<file path="config.mk">
export PLATFORM = sky130hd
export DESIGN_NAME = radix4_otf_converter
export DESIGN_NICKNAME = d
export VERILOG_FILES = /design/src/rtl/radix4_pkg.sv /design/src/rtl/otf_digit_append.sv /design/src/rtl/radix4_otf_converter.sv
export SDC_FILE = /design/constraint.sdc
export NUM_CORES = 1
export LEC_CHECK = 0
export CORE_AREA = 5 5 77 79
export CTS_CLUSTER_SIZE = 10
export DETAILED_ROUTE_END_ITERATION = 6
export DIE_AREA = 0 0 82 84
export PLACE_DENSITY = 0.54
export SYNTH_ARGS = -nofsm -noshare
export SYNTH_HDL_FRONTEND = slang
export SYNTH_SLANG_ARGS = --single-unit
</file>
<file path="constraint.sdc">
create_clock -name clk -period 3.75 [get_ports clk]
set_input_delay 0.75 -clock clk [delete_from_list [all_inputs] [get_ports clk]]
set_output_delay 0.75 -clock clk [all_outputs]
set_load 0.05 [all_outputs]
</file>
<file path="src/rtl/radix4_pkg.sv">
// Shared definitions for radix-4 signed-digit stages: digit encoding, FSM states
// and the result-width rule.
package radix4_pkg;

  localparam int RADIX_BITS = 3;
  localparam int DIGIT_MIN  = -3;
  localparam int DIGIT_MAX  = 3;
  localparam logic [RADIX_BITS-1:0] ILLEGAL_DIGIT = 3'b100;

  typedef enum logic [1:0] {
    IDLE  = 2'd0,
    SKIP  = 2'd1,
    ACCUM = 2'd2
  } state_t;

  // Two bits per radix-4 digit plus a sign bit.
  function automatic int res_width(input int no_of_digits);
    return 2 * no_of_digits + 1;
  endfunction

endpackage

</file>
<file path="src/rtl/otf_digit_append.sv">
// Combinational Q/QM on-the-fly conversion step: appends one signed radix-4 digit
// to the Q (value) and QM (value - 1) registers without any carry propagation.
module otf_digit_append
  import radix4_pkg::*;
#(
  parameter int RES_W = 9
) (
  input  logic [RES_W-1:0]      q,
  input  logic [RES_W-1:0]      qm,
  input  logic [RADIX_BITS-1:0] digit,
  output logic [RES_W-1:0]      q_next,
  output logic [RES_W-1:0]      qm_next,
  output logic                  illegal
);

  logic [RADIX_BITS-1:0] z;
  logic [1:0]            low;
  logic [1:0]            low_m1;
  logic                  neg;
  logic                  pos;

  always_comb begin
    illegal = (digit == ILLEGAL_DIGIT);
    z       = illegal ? '0 : digit;
    neg     = z[RADIX_BITS-1];
    pos     = !neg && (z != '0);
    // (z+4) mod 4 equals z mod 4, and (z-1) mod 4 equals (z+3) mod 4.
    low     = z[1:0];
    low_m1  = z[1:0] - 2'd1;
    q_next  = ((neg ? qm : q) << 2) | RES_W'(low);
    qm_next = ((pos ? q : qm) << 2) | RES_W'(low_m1);
  end

endmodule

</file>
<file path="src/rtl/radix4_otf_converter.sv">
// Converts an MSD-first radix-4 signed-digit stream into a two's-complement word,
// discarding the producer's online delay and pulsing out_valid per frame.
module radix4_otf_converter
  import radix4_pkg::*;
#(
  parameter  int NO_OF_DIGITS = 4,
  parameter  int DELTA        = 2,
  localparam int RES_W        = res_width(NO_OF_DIGITS)
) (
  input  logic                  clk,
  input  logic                  rst_n,
  input  logic                  sof,
  input  logic                  in_valid,
  input  logic [RADIX_BITS-1:0] digit_in,
  output logic [RES_W-1:0]      result,
  output logic                  out_valid,
  output logic                  frame_err,
  output logic                  digit_err,
  output state_t                dbg_state
);

  localparam int CNT_MAX = (NO_OF_DIGITS > DELTA) ? NO_OF_DIGITS : DELTA;
  localparam int CNT_W   = $clog2(CNT_MAX + 1);
  localparam logic [CNT_W-1:0] SKIP_LAST = CNT_W'((DELTA > 0) ? DELTA - 1 : 0);
  localparam logic [CNT_W-1:0] ACC_LAST  = CNT_W'(NO_OF_DIGITS - 1);

  state_t             state, state_next;
  logic [CNT_W-1:0]   cnt, cnt_next, acc_cnt;
  logic [RES_W-1:0]   q, qm, base_q, base_qm, q_next, qm_next;
  logic               start, accumulate, complete, illegal;

  // A new frame appends onto the reset values, so an abort needs no extra cycle.
  assign start   = in_valid && sof;
  assign base_q  = start ? '0 : q;
  assign base_qm = start ? '1 : qm;
  assign acc_cnt = start ? '0 : cnt;

  otf_digit_append #(.RES_W(RES_W)) u_append (
    .q       (base_q),
    .qm      (base_qm),
    .digit   (digit_in),
    .q_next  (q_next),
    .qm_next (qm_next),
    .illegal (illegal)
  );

  always_ff @(posedge clk or negedge rst_n) begin
    if (!rst_n) begin
      state <= IDLE;
      cnt   <= '0;
    end else begin
      state <= state_next;
      cnt   <= cnt_next;
    end
  end

  always_comb begin
    state_next = state;
    cnt_next   = cnt;
    accumulate = 1'b0;
    complete   = 1'b0;
    if (in_valid) begin
      if (sof) begin
        if (DELTA == 0) begin
          accumulate = 1'b1;
        end else begin
          state_next = (DELTA == 1) ? ACCUM : SKIP;
        end
        cnt_next = (DELTA == 1) ? '0 : CNT_W'(1);
      end else begin
        case (state)
          SKIP: begin
            if (cnt == SKIP_LAST) begin
              state_next = ACCUM;
              cnt_next   = '0;
            end else begin
              cnt_next = cnt + 1'b1;
            end
          end
          ACCUM: begin
            accumulate = 1'b1;
            cnt_next   = cnt + 1'b1;
          end
          default: ;
        endcase
      end
      if (accumulate) begin
        state_next = ACCUM;
        if (acc_cnt == ACC_LAST) begin
          complete   = 1'b1;
          state_next = IDLE;
          cnt_next   = '0;
        end
      end
    end
  end

  always_ff @(posedge clk or negedge rst_n) begin
    if (!rst_n) begin
      q         <= '0;
      qm        <= '1;
      result    <= '0;
      out_valid <= 1'b0;
      frame_err <= 1'b0;
      digit_err <= 1'b0;
    end else begin
      out_valid <= complete;
      frame_err <= start && (state != IDLE);
      if (start) begin
        q         <= '0;
        qm        <= '1;
        digit_err <= illegal;
      end else if (in_valid && (state != IDLE) && illegal) begin
        digit_err <= 1'b1;
      end
      if (accumulate) begin
        q  <= q_next;
        qm <= qm_next;
      end
      if (complete) begin
        result <= q_next;
      end
    end
  end

  assign dbg_state = state;

endmodule
</file>
==> results of run 1 <==
[through the flow]
stage | total power [W] | setup WS (ns)
final | 0.00118 | 1.11
after detailed placement | 0.000941 | 0.912
after global placement | 0.000936 | 0.962
after floorplan | 0.000796 | 1.80
after CTS | 0.00120 | 1.15
after global routing | 0.00126 | 0.917
[placed cells by master (no fill, tap or decap), types with 7 or more instances in the layout]
master / netlist / final
dfrtp_1: 24 / 24
o21ai_0: 7 / 7
o31ai_2: 7 / 7
o22ai_1: 12 / 12
clkdlybuf4s50_1: 0 / 20
inv_1: 8 / 8
nand2_1: 22 / 22
nor2_1: 18 / 18
a21oi_1: 21 / 21
dfstp_2: 7 / 7
ha_1: 7 / 7
[critical path, cell delays in order]
cell             delay [ns]
clkdlybuf4s50_1        0.48
inv_1                  0.07
ha_1                   0.21
nor2b_1                0.62
o21ai_0                0.40
o22ai_1                0.22
a21oi_1                0.09
[state kept, by name, summed over array words and instances, names as in the netlist]
name,count
result,9
digit_err,1
cnt,3
q,7
out_valid,1
dbg_state,2
qm,7
frame_err,1
[layout make-up]
class	count	area (sq um)	area share, %
flip-flops and latches	31	785	40.6
multi-input cells	117	727	37.7
repair buffers	22	215	11.1
well taps	72	90.1	4.67
clock buffers	5	68.8	3.56
inverters	8	30.0	1.56
clock inverters	3	15.0	0.778
[worst paths after layout]
path / from / to / slack [ns] / cells after the start
max: digit_in[0] / qm[4]$_DFF_PN1_ / 1.11 / 7
min: result[1]$_DFFE_PN0P_ / result[1]$_DFFE_PN0P_ / 0.48 / 2
max reg2reg: dbg_state[0]$_DFFE_PN0P_ / cnt[2]$_DFFE_PN0P_ / 1.72 / 6
min reg2reg: result[1]$_DFFE_PN0P_ / result[1]$_DFFE_PN0P_ / 0.48 / 2
max in group asynchronous: rst_n / qm[4]$_DFF_PN1_ / 2.57 / 2
min in group asynchronous: rst_n / result[1]$_DFFE_PN0P_ / 0.85 / 2
[power breakdown]
part	switching, W	leakage (nW)	internal [W]
combinational	0.000290	0.411	0.000172
clock	0.000124	0.0477	0.000127
sequential	0.0000565	0.398	0.000412
[metal layers]
| layer | vias up | GRT usage [%] | share of wire (%) |
|---|---|---|---|
| met2 | 25 | 17.5 | 47 |
| met5 | - | 0 | 0 |
| met4 | 0 | 5.44 | 2.1 |
| met3 | 6 | 2.05 | 4.2 |
| li1 | 626 | - | - |
| met1 | 616 | 15.3 | 47 |
[kinds of logic (layout without fill, tap and decap cells)]
| logic type | Yosys count | count (layout) |
|---|---|---|
| AOI/OAI and AO/OA | 57 | 57 |
| and+or+nand+nor | 53 | 53 |
| DFF | 31 | 31 |
| buffers and inverters | 17 | 38 |
| adders and majority gates | 7 | 7 |
==> metrics.txt, run 1 <==
multiplexer share of the synthesized area=0%; gpl congestion=0.877; net count after synthesis=179; Critical Path RT=3.95 ns; Residual DRC=0; Final Hold Fails=0; minimum clock period=2.64 ns; post-synthesis xor/xnor area fraction=0%; CP startpoint kind=primary input; first-pass GRT wire length=6210 microns; Post-DP HPWL=2550 microns; Synth area leaders=dfrtp_1 38%, dfstp_2 12%, a21oi_1 6.6%; top-count cell post-synth=dfrtp_1; post-CTS setup buffer count=0; CORE AREA=5270 sq um; Synth Cell Area=1590 sq um; placed cell count=250; final WL=3600 microns; Max Slew Vio Count=0; fin util=36.6%; max_cap viols=0; global route total overflow=0; H-tree levels=2; share of cells above drive strength 1=15.1%; Die Height=84 microns; Critical Path AT=2.84 ns; n_diodes=0; Crit. End Element=flip-flop; drt pass-1 iters=4; largest net degree at the start of global routing=32; CTS tree=yes; design area=1930 sq um; CTS root buffer=clkbuf_8; clock transition at the registers of the reported paths=0.07 ns; Mean Syn Cell Area=9.62 sq um; Fillers=576; Num CTS Buffers=5; relative slew slack=47.8%; Power Density=612 nW/um^2; max frequency=379 MHz; Peak supply drop=195 uV; Starting Density=30.1%; Final setup viols=0; GRT Util Overall=11.4%; Worst Path Max Fanout=12; Synth Area in Simple Gates=16.1%; period utilization=70.3%; final net count=199; chip width=82 microns; Clock Latency Late Sink=0.29 ns; FFs w/ async S/R, synth=100%; Worst Hold Margin=0.480 ns; area fraction of the dominant cell type after synthesis=37.8%; Commonest cells post-synth=24 x dfrtp_1, 22 x nand2_1, 21 x a21oi_1; post-synth top area cell=dfrtp_1; clk_skew=0.00884 ns; register area share after synthesis=49.4%; Netlist cell types=29; area delta synth->final=21.6%; Cell Rows=27; synthesized-area fraction occupied by ao, oa, aoi and oai cells=24.2%; Via Count=1,273; HP Class=flip-flop to flip-flop; post-route ant nets=0; Yosys reg bits=31; vias in the first global route=1,250; top_reg_cell synth=dfrtp_1; setup_tns=0 ns; non-filler instance count after layout=258; CTS Sinks=31; Mapped Cells=165; Worst-Margin Slew=0.782 ns; largest family of logic cells by synthesized area=compound AO/OA/AOI/OAI gates; Port-buffer cells=20; Post-DP Area=1850 sq um; detailed router's first-iteration violation count=78; # resized after CTS=0; Routed WL per cell=14.0 microns; post-DR vias/cell=4.93; RSZ-0062 raised after global routing=false; status=finished, final reports clean; io pins=21; hold buffer count at CTS=0; Leakage=0.857 nW; Die Area=6890 sq um; clk buf depth=2; Crit Path Class=primary input to flip-flop; initial antenna violation count=0; Synth Warn #=0; EDFF count, synth=0; post-synthesis adder-cell area fraction=5.52%
No activity file was read; power rests on OpenSTA's default activity.
==> run 2, diff against run 1 <==
==> constraint.sdc (replaced) <==
create_clock -name clk -period 2.5 [get_ports clk]
set_input_delay 0.5 -clock clk [delete_from_list [all_inputs] [get_ports clk]]
set_output_delay 0.5 -clock clk [all_outputs]
set_load 0.05 [all_outputs]
==> run 2 against run 1 <==
  * Sequential power is 50% higher
  * Wire length decreased by 0.69%
  * Critical endpoint is now dbg_state[0]
  * Power up 50%
  * Combinational power rose by 52%
  * Count of clock-buffer cells in the layout increased by 3
  * Via count increased by 1.0%
  * Setup slack lost 0.60 ns
  * First-iteration DRC count is 1.3% lower
  * Sequential share of layout area is 1.0 points lower
  * Sequential cell count did not move
==> metrics.txt, run 2 (synthesis results as in run 1) <==
CORE AREA=5270 sq um (unchanged); RSZ-0062 raised after global routing=false; Cell Rows=27 (unchanged); non-filler instance count after layout=265 (+2.7%); HP Class=flip-flop to flip-flop; relative slew slack=66.8% (+19 points); n_diodes=0 (unchanged); Worst R2R Setup Slack=0.62 ns (-1.10 ns); Die Height=84 microns (unchanged); Worst-Margin Slew=0.496 ns (-0.285 ns); final WL=3580 microns (-0.69%); cells along the critical path=clkdlybuf4s50_1; drt pass-1 iters=5 (+1); commonest non-fill, non-tap cells in the layout=24 x dfrtp_1, 22 x nand2_1, 21 x a21oi_1; status=finished, final reports clean; # resized after CTS=0 (unchanged); Num CTS Buffers=5 (unchanged); gpl congestion=0.754 (-14%); CP max-delay cell=clkdlybuf4s50_1; Crit. End Element=output port; Largest register FFs=9 (unchanged); Critical Path Source=dbg_state[0]$_DFFE_PN0P_; CP Depth=1 (-6); FF-to-FF End=cnt[2]$_DFFE_PN0P_; Clock Latency Late Sink=0.28 ns (about the same); Peak supply drop=242 uV (+24%); post-CTS setup buffer count=0 (unchanged); detailed router's first-iteration violation count=77 (-1.3%); Final Hold Fails=0 (unchanged); global route total overflow=0 (unchanged); area delta synth->final=24.7%; share of cells above drive strength 1=16.6% (+1.5 points); initial antenna violation count=0 (unchanged); CTS Sinks=31 (unchanged); Residual DRC=0 (unchanged); H-tree levels=2 (unchanged); Starting Density=30.1% (unchanged); CTS tree=yes; Critical Path RT=2.00 ns (-1.95 ns); placed cell count=257 (+2.8%); Power Density=898 nW/um^2 (+47%); worst path bufs/invs=1 (-1); first-pass GRT wire length=6290 microns (+1.2%); Top reg by flops=result; Worst Path Max Fanout=4 (-8); final net count=206 (+3.5%); Critical path destination=dbg_state[0]; Leakage=0.882 nW (+2.9%); chip width=82 microns (unchanged); period utilization=79.5%; Max Slew Vio Count=0 (unchanged); commonest non-fill, non-tap cell in the layout=dfrtp_1; post-route ant nets=0 (unchanged); Critical Path AT=1.49 ns (-1.35 ns); largest net degree at the start of global routing=32 (unchanged); vias in the first global route=1,301 (+4.1%); Post-DP HPWL=2560 microns (+0.49%); hold buffer count at CTS=0 (unchanged); clk buf depth=2 (unchanged); max incr delay on CP=0.82 ns (+0.20 ns); CTS root buffer=clkbuf_8; Die Area=6890 sq um (unchanged); post-DR vias/cell=4.85 (-1.6%); Via Count=1,286 (+1.0%); Port-buffer cells=20 (unchanged); CP top delay family=buffers and inverters; Final setup viols=0 (unchanged); GRT Util Overall=11.6% (+0.19 points); minimum clock period=1.99 ns; io pins=21 (unchanged); max frequency=503 MHz; setup_tns=0 ns (unchanged); r2r worst-path depth=6 (unchanged); max_cap viols=0 (unchanged); CP startpoint kind=flip-flop; clk_skew=0.00772 ns (-0.00111 ns); biggest regs=result (9), q (7), qm (7); Routed WL per cell=13.5 microns (-3.3%); worst reg2reg startpoint=dbg_state[0]$_DFFE_PN0P_; Crit Path Class=flip-flop to output port; clock transition at the registers of the reported paths=0.06 ns (about the same)
## run 2: cell count changes in the layout (fill, tap and decap cells not counted)
cell,before,now
clkinv_2,3,0
buf_4,2,9
clkbuf_1,0,3
## run 2: worst min-delay path by stage
| stage | end | depth (start not counted) | startpoint | slack [ns] |
|---|---|---|---|---|
| floorplan | cnt[0]$_DFFE_PN0P_ | 0 | rst_n | 0.20 |
| global placement | digit_err$_DFFE_PN0P_ | 2 | digit_err$_DFFE_PN0P_ | 0.46 |
| detailed placement | result[1]$_DFFE_PN0P_ | 2 | result[1]$_DFFE_PN0P_ | 0.47 |
| CTS | result[1]$_DFFE_PN0P_ | 2 | result[1]$_DFFE_PN0P_ | 0.49 |
| global route | result[5]$_DFFE_PN0P_ | 2 | result[5]$_DFFE_PN0P_ | 0.50 |
| finish | result[5]$_DFFE_PN0P_ | 2 | result[5]$_DFFE_PN0P_ | 0.48 |
## run 2: stage by stage
stage	instance area (sq um)	worst slack (ns)	util [%]	total power (W)	hold WS (ns)
finish	1980	0.514	37.6	0.00178	0.481
CTS	1980	0.492	37.6	0.00180	0.487
detailed placement	1900	0.305	36.0	0.00142	0.472
global route	1980	0.410	37.6	0.00191	0.501
floorplan	1590	0.550	-	0.00119	0.204
global placement	1900	0.313	36.0	0.00141	0.464
## run 2: metal layers
metal	GRT usage, %	vias up	wire (microns)	share of wire (%)
li1	-	639	-	-
met1	15.7	611	1630	46
met2	17.9	29	1710	48
met3	2.59	7	189	5.3
met4	4.23	0	51	1.4
met5	0	-	0	0
## run 2: report_power, final
group,switching (W),internal (W),total [W]
Sequential,0.0000835,0.000619,0.000702
Clock,0.000173,0.000197,0.000371
Combinational,0.000437,0.000267,0.000704
Total,0.000694,0.00108,0.00178
## run 2: area by class of cell
type                            instances  area (sq um)
Clock buffer                            8          80.1
Tap cell                               72          90.1
Sequential cell                        31           785
Timing Repair Buffer                   29           268
Multi-Input combinational cell        117           727
Fill cell                             563          3290
Inverter                                8          30.0
